**src/rtl/cortex_lb_arb_pkg.sv**
```systemverilog
// rtl/cortex_lb_arb_pkg.sv - shared types and round-robin pick helper for cortex_lb_arbiter
//
// Contents:
//   arb_state_t      FSM encoding (ARB_IDLE, ARB_WAIT)
//   ARB_MAX_MASTERS  upper bound on requesters the pick helper can scan
//   rr_pick()        first set request at or after ptr, wrapping modulo n

package cortex_lb_arb_pkg;

  typedef enum logic [0:0] {
    ARB_IDLE,
    ARB_WAIT
  } arb_state_t;

  localparam int unsigned ARB_MAX_MASTERS = 16;
  localparam int unsigned ARB_IDX_W       = $clog2(ARB_MAX_MASTERS);

  // Scan offsets from highest to lowest so the smallest offset from ptr that
  // hits a set request is the one left standing. Offsets >= n are ignored,
  // which keeps the loop bound constant while n stays a parameter.
  // Returns ptr when nothing is requested; callers qualify with |req.
  function automatic int unsigned rr_pick(
    input logic [ARB_MAX_MASTERS-1:0] req,
    input int unsigned                ptr,
    input int unsigned                n
  );
    int unsigned idx;
    rr_pick = ptr;
    for (int k = ARB_MAX_MASTERS - 1; k >= 0; k--) begin
      idx = ptr + unsigned'(k);
      if (idx >= n) begin
        idx = idx - n;
      end
      if ((unsigned'(k) < n) && req[idx[ARB_IDX_W-1:0]]) begin
        rr_pick = idx;
      end
    end
  endfunction

endpackage

```
**src/rtl/lb_rr_arbiter.sv**
```systemverilog
// rtl/lb_rr_arbiter.sv - combinational round-robin grant selection
//
// Ports:
//   req      in   NUM_MASTERS  request vector
//   ptr      in   IDX_W        highest-priority index for this decision
//   gnt      out  NUM_MASTERS  one-hot grant (all zero when req is zero)
//   gnt_idx  out  IDX_W        index of the granted requester

module lb_rr_arbiter
  import cortex_lb_arb_pkg::*;
#(
  parameter int NUM_MASTERS = 3,
  parameter int IDX_W       = $clog2(NUM_MASTERS)
) (
  input  logic [NUM_MASTERS-1:0] req,
  input  logic [IDX_W-1:0]       ptr,
  output logic [NUM_MASTERS-1:0] gnt,
  output logic [IDX_W-1:0]       gnt_idx
);

  logic [ARB_MAX_MASTERS-1:0] req_ext;

  always_comb begin
    req_ext                  = '0;
    req_ext[NUM_MASTERS-1:0] = req;
    gnt_idx = IDX_W'(rr_pick(req_ext, 32'(ptr), unsigned'(NUM_MASTERS)));
    gnt     = '0;
    if (|req) begin
      gnt[gnt_idx] = 1'b1;
    end
  end

endmodule

```
**src/rtl/cortex_lb_arbiter.sv**
```systemverilog
// rtl/cortex_lb_arbiter.sv - round-robin sharing of the Cortex local-bus slave port
//
// One transaction in flight. IDLE picks a requester round-robin, latches its
// address/data and fires a one-cycle lb_wr_en/lb_rd_en strobe; WAIT holds the
// latched address/data until the matching lb_*_valid, then pulses the
// requester's done strobe. A watchdog aborts after TIMEOUT_CYCLES WAIT cycles,
// returning DEFAULT_DATA_VAL on reads and pulsing timeout_err.
//
// Ports:
//   clk, rst       clock, synchronous active-high reset
//   mst_wr_en      per-master write request (level, wins over a read)
//   mst_rd_en      per-master read request (level)
//   mst_addr       packed per-master addresses
//   mst_wr_data    packed per-master write data
//   mst_wr_valid   one-cycle write-done pulse to the granted master
//   mst_rd_valid   one-cycle read-done pulse to the granted master
//   mst_rd_data    shared read data, valid with mst_rd_valid
//   lb_wr_en       write strobe to splitter
//   lb_rd_en       read strobe to splitter
//   lb_addr        address to splitter
//   lb_wr_data     write data to splitter
//   lb_wr_valid    write complete from splitter
//   lb_rd_valid    read complete from splitter
//   lb_rd_data     read data from splitter
//   timeout_err    one-cycle pulse on watchdog abort

module cortex_lb_arbiter
  import cortex_lb_arb_pkg::*;
#(
  parameter int                   NUM_MASTERS      = 3,
  parameter int                   LB_DATA_W        = 32,
  parameter int                   LB_ADDR_W        = 16,
  parameter int                   TIMEOUT_CYCLES   = 256,
  parameter logic [LB_DATA_W-1:0] DEFAULT_DATA_VAL = 'hdeadbabe
) (
  input  logic                             clk,
  input  logic                             rst,
  input  logic [NUM_MASTERS-1:0]           mst_wr_en,
  input  logic [NUM_MASTERS-1:0]           mst_rd_en,
  input  logic [NUM_MASTERS*LB_ADDR_W-1:0] mst_addr,
  input  logic [NUM_MASTERS*LB_DATA_W-1:0] mst_wr_data,
  output logic [NUM_MASTERS-1:0]           mst_wr_valid,
  output logic [NUM_MASTERS-1:0]           mst_rd_valid,
  output logic [LB_DATA_W-1:0]             mst_rd_data,
  output logic                             lb_wr_en,
  output logic                             lb_rd_en,
  output logic [LB_ADDR_W-1:0]             lb_addr,
  output logic [LB_DATA_W-1:0]             lb_wr_data,
  input  logic                             lb_wr_valid,
  input  logic                             lb_rd_valid,
  input  logic [LB_DATA_W-1:0]             lb_rd_data,
  output logic                             timeout_err
);

  localparam int                IDX_W   = $clog2(NUM_MASTERS);
  localparam int                WD_W    = $clog2(TIMEOUT_CYCLES + 1);
  localparam logic [WD_W-1:0]   WD_LAST = WD_W'(TIMEOUT_CYCLES - 1);
  localparam logic [IDX_W-1:0]  IDX_MAX = IDX_W'(NUM_MASTERS - 1);

  arb_state_t             state, state_d;
  logic [IDX_W-1:0]       rr_ptr, rr_ptr_d;
  logic [WD_W-1:0]        wd_cnt, wd_cnt_d;
  logic [IDX_W-1:0]       gnt_idx_q, gnt_idx_d;
  logic [NUM_MASTERS-1:0] gnt_oh_q, gnt_oh_d;
  logic                   is_wr_q, is_wr_d;

  logic [NUM_MASTERS-1:0] mst_wr_valid_d;
  logic [NUM_MASTERS-1:0] mst_rd_valid_d;
  logic [LB_DATA_W-1:0]   mst_rd_data_d;
  logic                   lb_wr_en_d;
  logic                   lb_rd_en_d;
  logic [LB_ADDR_W-1:0]   lb_addr_d;
  logic [LB_DATA_W-1:0]   lb_wr_data_d;
  logic                   timeout_err_d;

  logic [NUM_MASTERS-1:0] req;
  logic [NUM_MASTERS-1:0] arb_gnt;
  logic [IDX_W-1:0]       arb_idx;
  logic                   slv_valid;

  assign req       = mst_wr_en | mst_rd_en;
  // Only the completion matching the latched direction counts.
  assign slv_valid = is_wr_q ? lb_wr_valid : lb_rd_valid;

  lb_rr_arbiter #(
    .NUM_MASTERS (NUM_MASTERS),
    .IDX_W       (IDX_W)
  ) u_rr (
    .req     (req),
    .ptr     (rr_ptr),
    .gnt     (arb_gnt),
    .gnt_idx (arb_idx)
  );

  always_comb begin
    state_d        = state;
    rr_ptr_d       = rr_ptr;
    wd_cnt_d       = wd_cnt;
    gnt_idx_d      = gnt_idx_q;
    gnt_oh_d       = gnt_oh_q;
    is_wr_d        = is_wr_q;
    mst_wr_valid_d = '0;
    mst_rd_valid_d = '0;
    mst_rd_data_d  = mst_rd_data;
    lb_wr_en_d     = 1'b0;
    lb_rd_en_d     = 1'b0;
    lb_addr_d      = lb_addr;
    lb_wr_data_d   = lb_wr_data;
    timeout_err_d  = 1'b0;

    case (state)
      ARB_IDLE: begin
        // Late responses arriving here are simply not looked at.
        if (|req) begin
          gnt_idx_d    = arb_idx;
          gnt_oh_d     = arb_gnt;
          is_wr_d      = mst_wr_en[arb_idx];
          lb_addr_d    = mst_addr[arb_idx*LB_ADDR_W +: LB_ADDR_W];
          lb_wr_data_d = mst_wr_data[arb_idx*LB_DATA_W +: LB_DATA_W];
          lb_wr_en_d   = mst_wr_en[arb_idx];
          lb_rd_en_d   = ~mst_wr_en[arb_idx];
          wd_cnt_d     = '0;
          state_d      = ARB_WAIT;
        end
      end

      ARB_WAIT: begin
        wd_cnt_d = wd_cnt + 1'b1;
        // Completion is checked before the watchdog so a response landing
        // in the expiry cycle still returns real data.
        if (slv_valid || (wd_cnt == WD_LAST)) begin
          if (is_wr_q) begin
            mst_wr_valid_d = gnt_oh_q;
          end else begin
            mst_rd_valid_d = gnt_oh_q;
            mst_rd_data_d  = slv_valid ? lb_rd_data : DEFAULT_DATA_VAL;
          end
          timeout_err_d = ~slv_valid;
          // The just-served master drops to lowest priority.
          rr_ptr_d      = (gnt_idx_q == IDX_MAX) ? '0 : gnt_idx_q + 1'b1;
          wd_cnt_d      = '0;
          state_d       = ARB_IDLE;
        end
      end
    endcase
  end

  always_ff @(posedge clk) begin
    if (rst) begin
      state        <= ARB_IDLE;
      rr_ptr       <= '0;
      wd_cnt       <= '0;
      gnt_idx_q    <= '0;
      gnt_oh_q     <= '0;
      is_wr_q      <= 1'b0;
      mst_wr_valid <= '0;
      mst_rd_valid <= '0;
      mst_rd_data  <= '0;
      lb_wr_en     <= 1'b0;
      lb_rd_en     <= 1'b0;
      lb_addr      <= '0;
      lb_wr_data   <= '0;
      timeout_err  <= 1'b0;
    end else begin
      state        <= state_d;
      rr_ptr       <= rr_ptr_d;
      wd_cnt       <= wd_cnt_d;
      gnt_idx_q    <= gnt_idx_d;
      gnt_oh_q     <= gnt_oh_d;
      is_wr_q      <= is_wr_d;
      mst_wr_valid <= mst_wr_valid_d;
      mst_rd_valid <= mst_rd_valid_d;
      mst_rd_data  <= mst_rd_data_d;
      lb_wr_en     <= lb_wr_en_d;
      lb_rd_en     <= lb_rd_en_d;
      lb_addr      <= lb_addr_d;
      lb_wr_data   <= lb_wr_data_d;
      timeout_err  <= timeout_err_d;
    end
  end

endmodule

```
**config.mk**
```make
export PLATFORM = sky130hd
export DESIGN_NAME = cortex_lb_arbiter
export DESIGN_NICKNAME = d
export VERILOG_FILES = /design/src/rtl/cortex_lb_arb_pkg.sv /design/src/rtl/lb_rr_arbiter.sv /design/src/rtl/cortex_lb_arbiter.sv
export SDC_FILE = /design/constraint.sdc
export NUM_CORES = 1
export LEC_CHECK = 0
export ABC_AREA = 0
export BUFFER_PORTS_ARGS = -buffer_cell sky130_fd_sc_hd__buf_4
export CORE_MARGIN = 5
export CORE_UTILIZATION = 40
export CTS_CLUSTER_DIAMETER = 120
export DETAILED_ROUTE_END_ITERATION = 16
export PLACE_DENSITY = 0.85
export SLEW_MARGIN = 20
export SYNTH_ARGS = -nofsm -noshare
export SYNTH_HDL_FRONTEND = slang
export SYNTH_SLANG_ARGS = --single-unit
```
**constraint.sdc**
```tcl
create_clock -name clk -period 2.7 [get_ports clk]
set_input_delay 0.135 -clock clk [delete_from_list [all_inputs] [get_ports clk]]
set_output_delay 0.135 -clock clk [all_outputs]
set_load 0.02 [all_outputs]
```
### Word level (Yosys, flattened, before mapping)

Cells that the tools add are included.

* flip-flop bits (word level): 107
* input bits: 186
* output and inout port bits: 89
* logic and storage cells: 76

* add/subtract/negate cells: 7
* $lt $le $gt $ge: 8
* equal/unequal tests: 3
* shift operators: 2
* multiplexer cells: 25
* bitwise operators: 7
* reductions and logical operators: 10

Operators by type and width (count)
* indexed part select 96 x 8 -> 32 bit: 1
* greater-or-equal comparator 32 x 2 -> 1 bit, second input constant: 2
* indexed part select 48 x 7 -> 16 bit: 1
* two-way mux 32 bit: 1
* two-way mux 9 bit: 2
* case mux 9 bit (2 select lines): 1
* less-than comparator 4 x 5 -> 1 bit, second input constant: 3
* binary-select mux 1 bit (select 4 bit): 3
* two-way mux 4 bit: 3
* adder 9 x 1 -> 9 bit, second input constant: 1
* == test 9 x 8 -> 1 bit, second input constant: 1
* OR reduction 3 bit: 3
* two-way mux 1 bit: 8
* two-way mux 2 bit: 4
* OR reduction 4 bit: 2
* subtractor 3 x 2 -> 4 bit, second input constant: 2
* inverter 1 bit: 6
* AND reduction 2 bit: 2
* adder 2 x 1 -> 3 bit, second input constant: 1
* adder 2 x 2 -> 3 bit, second input constant: 1
* less-than comparator 2 x 3 -> 1 bit, second input constant: 1
* OR 3 bit: 1
* AND reduction 3 bit: 1
* subtractor 2 x 2 -> 3 bit, second input constant: 1
* other kinds (10): 10

### Logic depth before layout (Yosys ltp)

* depth in word-level cells: 12
* mapped depth: 11

### Hierarchy

Synthesis repeated with hierarchy kept, for this count alone.

* cells, all modules: 590
* area, all modules: 4998.5 µm²

Modules (own cells, without submodules)
* cortex_lb_arbiter: times used 1, cells an instance 549, area an instance 4710.8 µm², seq. area each 2142.1 µm²
* lb_rr_arbiter: times used 1, cells an instance 41, area an instance 287.8 µm², seq. area each 0.0 µm²

### Least setup slack after synthesis

No wires, ideal clock.

* path kind: register to register
* from: reg rr_ptr[1]
* to: reg lb_addr[6]
* library setup time: 0.134 ns
* data arrival time: 2.209 ns
* required time: 2.566 ns
* slack: 0.357 ns
* stages on the path, launching flop included: 12
* buffers on the path: 3
* cell sequence: dfxtp_1 -> inv_1 -> ha_1 -> buf_4 -> or3b_1 -> o2111ai_1 -> o211a_1 -> a22o_1 -> buf_6 -> buf_6 -> mux2i_1 -> o221ai_1

* word-level cells in the longest chain between the ends: 9
* elaborated cells on any way between the ends: 21
* classes of those cells: add/sub: 5; order compare: 3; shift: 1; mux: 12

Ends and longest elaborated chain
* start, declared: line cortex_lb_arbiter.sv:61 `logic [IDX_W-1:0] rr_ptr, rr_ptr_d;`
* start signal, assigned: line cortex_lb_arbiter.sv:166 `rr_ptr <= rr_ptr_d;`
* adder 2 x 2 -> 3 bit: line cortex_lb_arb_pkg.sv:30 `idx = ptr + unsigned'(k);`
* greater-or-equal comparator 32 x 2 -> 1 bit / subtractor 3 x 2 -> 4 bit (equally long branches): line cortex_lb_arb_pkg.sv:31, cortex_lb_arb_pkg.sv:32
* two-way mux 4 bit: line cortex_lb_arb_pkg.sv:31 `if (idx >= n) begin`
* binary-select mux 1 bit (select 4 bit): line cortex_lb_arb_pkg.sv:34 `if ((unsigned'(k) < n) && req[idx[ARB_IDX_W-1:0]]) begin`
* two-way mux 1 bit (not written as such): line cortex_lb_arb_pkg.sv:34
* two-way mux 2 bit (2 in series): line cortex_lb_arb_pkg.sv:34
* two-way mux 2 bit (*): line cortex_lb_arb_pkg.sv:34
* indexed part select 48 x 7 -> 16 bit (*): line cortex_lb_arbiter.sv:118 `lb_addr_d = mst_addr[arb_idx*LB_ADDR_W +: LB_ADDR_W];`
* end signal, assigned: line cortex_lb_arbiter.sv:176 `lb_addr <= lb_addr_d;`
* end, declared: line cortex_lb_arbiter.sv:47 `output logic [LB_ADDR_W-1:0] lb_addr,`

Mark *: on every way between the ends. The rest lies on a longest branch, timed or not. The select of a mux whose other input is x is not followed.
A chain may end at the register's enable or synchronous reset.

### Worst setup path after layout

* from: reg rr_ptr[0]
* to: reg lb_wr_data[0]

* word-level cells in the longest chain between the ends: 9
* elaborated cells on any way between the ends: 21
* classes of those cells: add/sub: 5; order compare: 3; shift: 1; mux: 12

Ends and longest elaborated chain
* adder 2 x 2 -> 3 bit: line cortex_lb_arb_pkg.sv:30
* greater-or-equal comparator 32 x 2 -> 1 bit / subtractor 3 x 2 -> 4 bit (equally long branches): line cortex_lb_arb_pkg.sv:31, cortex_lb_arb_pkg.sv:32
* two-way mux 4 bit: line cortex_lb_arb_pkg.sv:31
* binary-select mux 1 bit (select 4 bit): line cortex_lb_arb_pkg.sv:34
* two-way mux 1 bit (not written as such): line cortex_lb_arb_pkg.sv:34
* two-way mux 2 bit (2 in series): line cortex_lb_arb_pkg.sv:34
* two-way mux 2 bit (*): line cortex_lb_arb_pkg.sv:34
* indexed part select 96 x 8 -> 32 bit (*): line cortex_lb_arbiter.sv:119 `lb_wr_data_d = mst_wr_data[arb_idx*LB_DATA_W +: LB_DATA_W];`
* end signal, assigned: line cortex_lb_arbiter.sv:177 `lb_wr_data <= lb_wr_data_d;`
* end, declared: line cortex_lb_arbiter.sv:48 `output logic [LB_DATA_W-1:0] lb_wr_data,`

Marked as above.

==> impl_metrics.yaml <==
clock_network:
  cts_setup_buffers: 0
  numCtsBuffers: 9
  clock_path_buffers: 2
  cts_resized: 0
  hold_buffers: 0
  cts.sinks: 107
  root_buffer: "clkbuf_16"
  cts.clk_slew.worst_paths_ns: 0.07
  clk_latency_ns: 0.35
  cts_tree: "yes"
  htreeDepth: 3
setup_path:
  crit_type: "reg2reg"
  crit_required_ns: 2.91
  crit_slowest_cell: "ha_1"
  cp_num_buf_inv: 2
  cp_data_arrival_time_ns: 2.77
  cp-end-kind: "flop"
  path_max_fanout: 22
  path_delay_family: "compound AO/OA/AOI/OAI gates"
  start_kind: "flop"
  crit_chain: "inv_1, ha_1, or3b_1, o2111ai_1, o211a_1, a22o_4, buf_12, mux2i_1, o221ai_1"
  max_stage_delay_ns: 0.43
die:
  fp.dieW_um: 120
  boundaryPins: 275
  row_count: 40
  die_area_sq_um: 14400
  fp.dieH_um: 120
  core_area_sq_um: 12000
  initial_utilization_pct: 40.6
grt:
  use_met1_pct: 24.9
  grt_busiest_layer: "met2"
  grt-ovfl-total: 0
  grt_use_total_pct: 21.8
  met3_usage_pct: 7.62
  grtUsageMet2_pct: 38.7
  grt_antenna_before_repair: 0
  grt_pass1_vias: 5179
  grt_pass1_wl_um: 25600
  grt_max_degree: 52
yosys:
  synthArstFlopShare_pct: 0
  synth_xor_area_share_pct: 0
  yosysTopAreaCellShare_pct: 44.1
  synthMuxAreaShare_pct: 10.8
  syn_area_sq_um: 4860
  yosysSeqAreaShare_pct: 44.1
  syn-num-nets: 734
  yosys.area_share.simple_pct: 14.0
  synth_top_family_by_area: "compound AO/OA/AOI/OAI gates"
  ys_warn_count: 0
  synth_top_area_cell: "dfxtp_1"
  syn_area_per_cell_sq_um: 8.98
  ys_seq_elements: 107
  synth_compound_area_share_pct: 21.0
  synthAdderAreaFrac_pct: 1.80
  synth_area_leaders: "dfxtp_1 (44%), mux2i_1 (10%), o221ai_1 (8.8%)"
  ys_types: 48
  synth_flop_cell: "dfxtp_1"
  synthCells: 541
  synth.most_common_cell: "dfxtp_1"
  synthTopCellsByCount: "dfxtp_1 (107), nand2_1 (55), inv_1 (53)"
  synth_edf_count: 0
sta:
  relSlewSlack_pct: 48.3
  setup_viol: 0
  setup_ws_ns: 0.143
  tightest_slew_ns: 0.773
  fin_crit_sh_pct: 94.7
  clock_skew_ns: 0.00774
  final.min_clock_period_ns: 2.56
  max_freq_mhz: 391
  final_max_slew_viol_count: 0
  finalHoldViolations: 0
pwr:
  netSwitchingPower_mw: 1.28
  powerDensity_nw_per_um2: 610
  leakage_nw: 3.73
  ir_worst_vdd_mv: 0.420
  combPwrFrac_pct: 26.8
  pwr-share-seq_pct: 40.0
  swShare_pct: 28.2
  clock_power_share_pct: 33.2
  p_int_mw: 3.26
flow_run:
  max_cap_violations: 0
placed_design:
  io_buffer_count: 274
  dp_hpwl_um: 12600
  gp_congestion: 0.884
  dp.cells: 943
  pre_cts_slack_ns: 0.107
detailed_routing:
  viasPerCell: 5.32
  ant_nets: 0
  drtPass1Iterations: 4
  drc: 0
  num_vias: 5097
  wl_um: 16500
  wire_per_inst_um: 17.3
  drtIter0Drc: 276
final_layout:
  area_delta_synth_final_pct: 53.4
  antenna_cells: 0
  nNetsFinal: 1000
  n_fill_cell: 996
  layoutNonFillerInstCount: 958
  final_util_pct: 62.3
  drive_above_1_share_pct: 39.5
hold_path:
  worstHoldPathType: "in2reg"
run_status:
  status: "complete, no violations"
[final timing paths]
| check | from | end | slack (ns) | cells after the start |
|---|---|---|---|---|
| worst min register to register | gnt_oh_q[1] | gnt_oh_q[1] | 0.46 | 2 |
| worst min-delay path | lb_rd_data[12] | mst_rd_data[12] | 0.03 | 3 |
| worst max register to register | rr_ptr[0] | lb_wr_data[0] | 0.14 | 9 |
| worst max-delay path | rr_ptr[0] | lb_wr_data[0] | 0.14 | 9 |
[cells by family after synthesis]
logic type / after synthesis
AO/OA/AOI/OAI: 136
flip-flops: 107
adder cells (fa/ha/maj): 7
buffers and inverters: 90
multiplexers: 52
AND/OR/NAND/NOR: 149
[sequential cells by signal, indices dropped and copies added, names as in the netlist]
register      count
rr_ptr            2
mst_rd_valid      3
wd_cnt            9
state             1
lb_rd_en          1
gnt_idx_q         2
mst_wr_valid      3
gnt_oh_q          3
timeout_err       1
mst_rd_data      32
lb_addr          16
lb_wr_data       32
lb_wr_en          1
is_wr_q           1
[tightest hold or removal path, delay by kind of cell]
| family | cells | cell delay, ns |
|---|---|---|
| and+or+nand+nor | 1 | 0.07 |
| AOI/OAI and AO/OA | 1 | 0.07 |
| buffers and inverters | 1 | 0.08 |
[per-layer routing]
metal	up-vias	wire length (um)
li1	2472	-
met4	0	314
met5	-	0
met3	20	1610
met1	2365	6260
met2	240	8360
[metrics by stage]
stage	power, mW	area (sq um)	hold WS [ns]	setup TNS (ns)
finish	4.54	7450	0.0332	0
global route	4.74	7450	0.0384	-0.00406
CTS	4.57	7440	0.0265	0
detailed placement	3.06	7100	0.393	0
global placement	3.04	7100	0.380	0
floorplan	2.50	4860	0.298	0
[power by group through the flow]
| stage | clock network (mW) | logic, mW | registers [mW] |
|---|---|---|---|
| 6_report | 1.51 | 1.22 | 1.82 |
| 2_1_floorplan | 0 | 0.493 | 2.01 |
| 5_1_grt | 1.60 | 1.31 | 1.83 |
| 3_5_place_dp | 0 | 1.21 | 1.85 |
| 3_3_place_gp | 0 | 1.19 | 1.84 |
| 4_1_cts | 1.54 | 1.22 | 1.82 |
[placed cells by master, fill, tap and decap left out, drive strengths merged, types with 5 or more instances in the layout]
cell and count:
buf 292, and3 8, nand2 55, clkbuf 11, o22ai 23, mux2i 50
nand4b 5, nor3 7, o221ai 49, ha 7, nor2 54, inv 53
a21oi 16, a22oi 10, dfxtp 107, o21ai 16
[layout make-up]
cell class,count,area [sq um],share of cell area [%]
Inverter,53,199,2.67
Multi-Input combinational cell,344,2340,31.4
Clock buffer,11,243,3.26
Timing Repair Buffer,292,2250,30.1
Clock inverter,4,98.8,1.33
Tap cell,147,184,2.47
Sequential cell,107,2140,28.7
No activity file was read; power rests on OpenSTA's default activity.
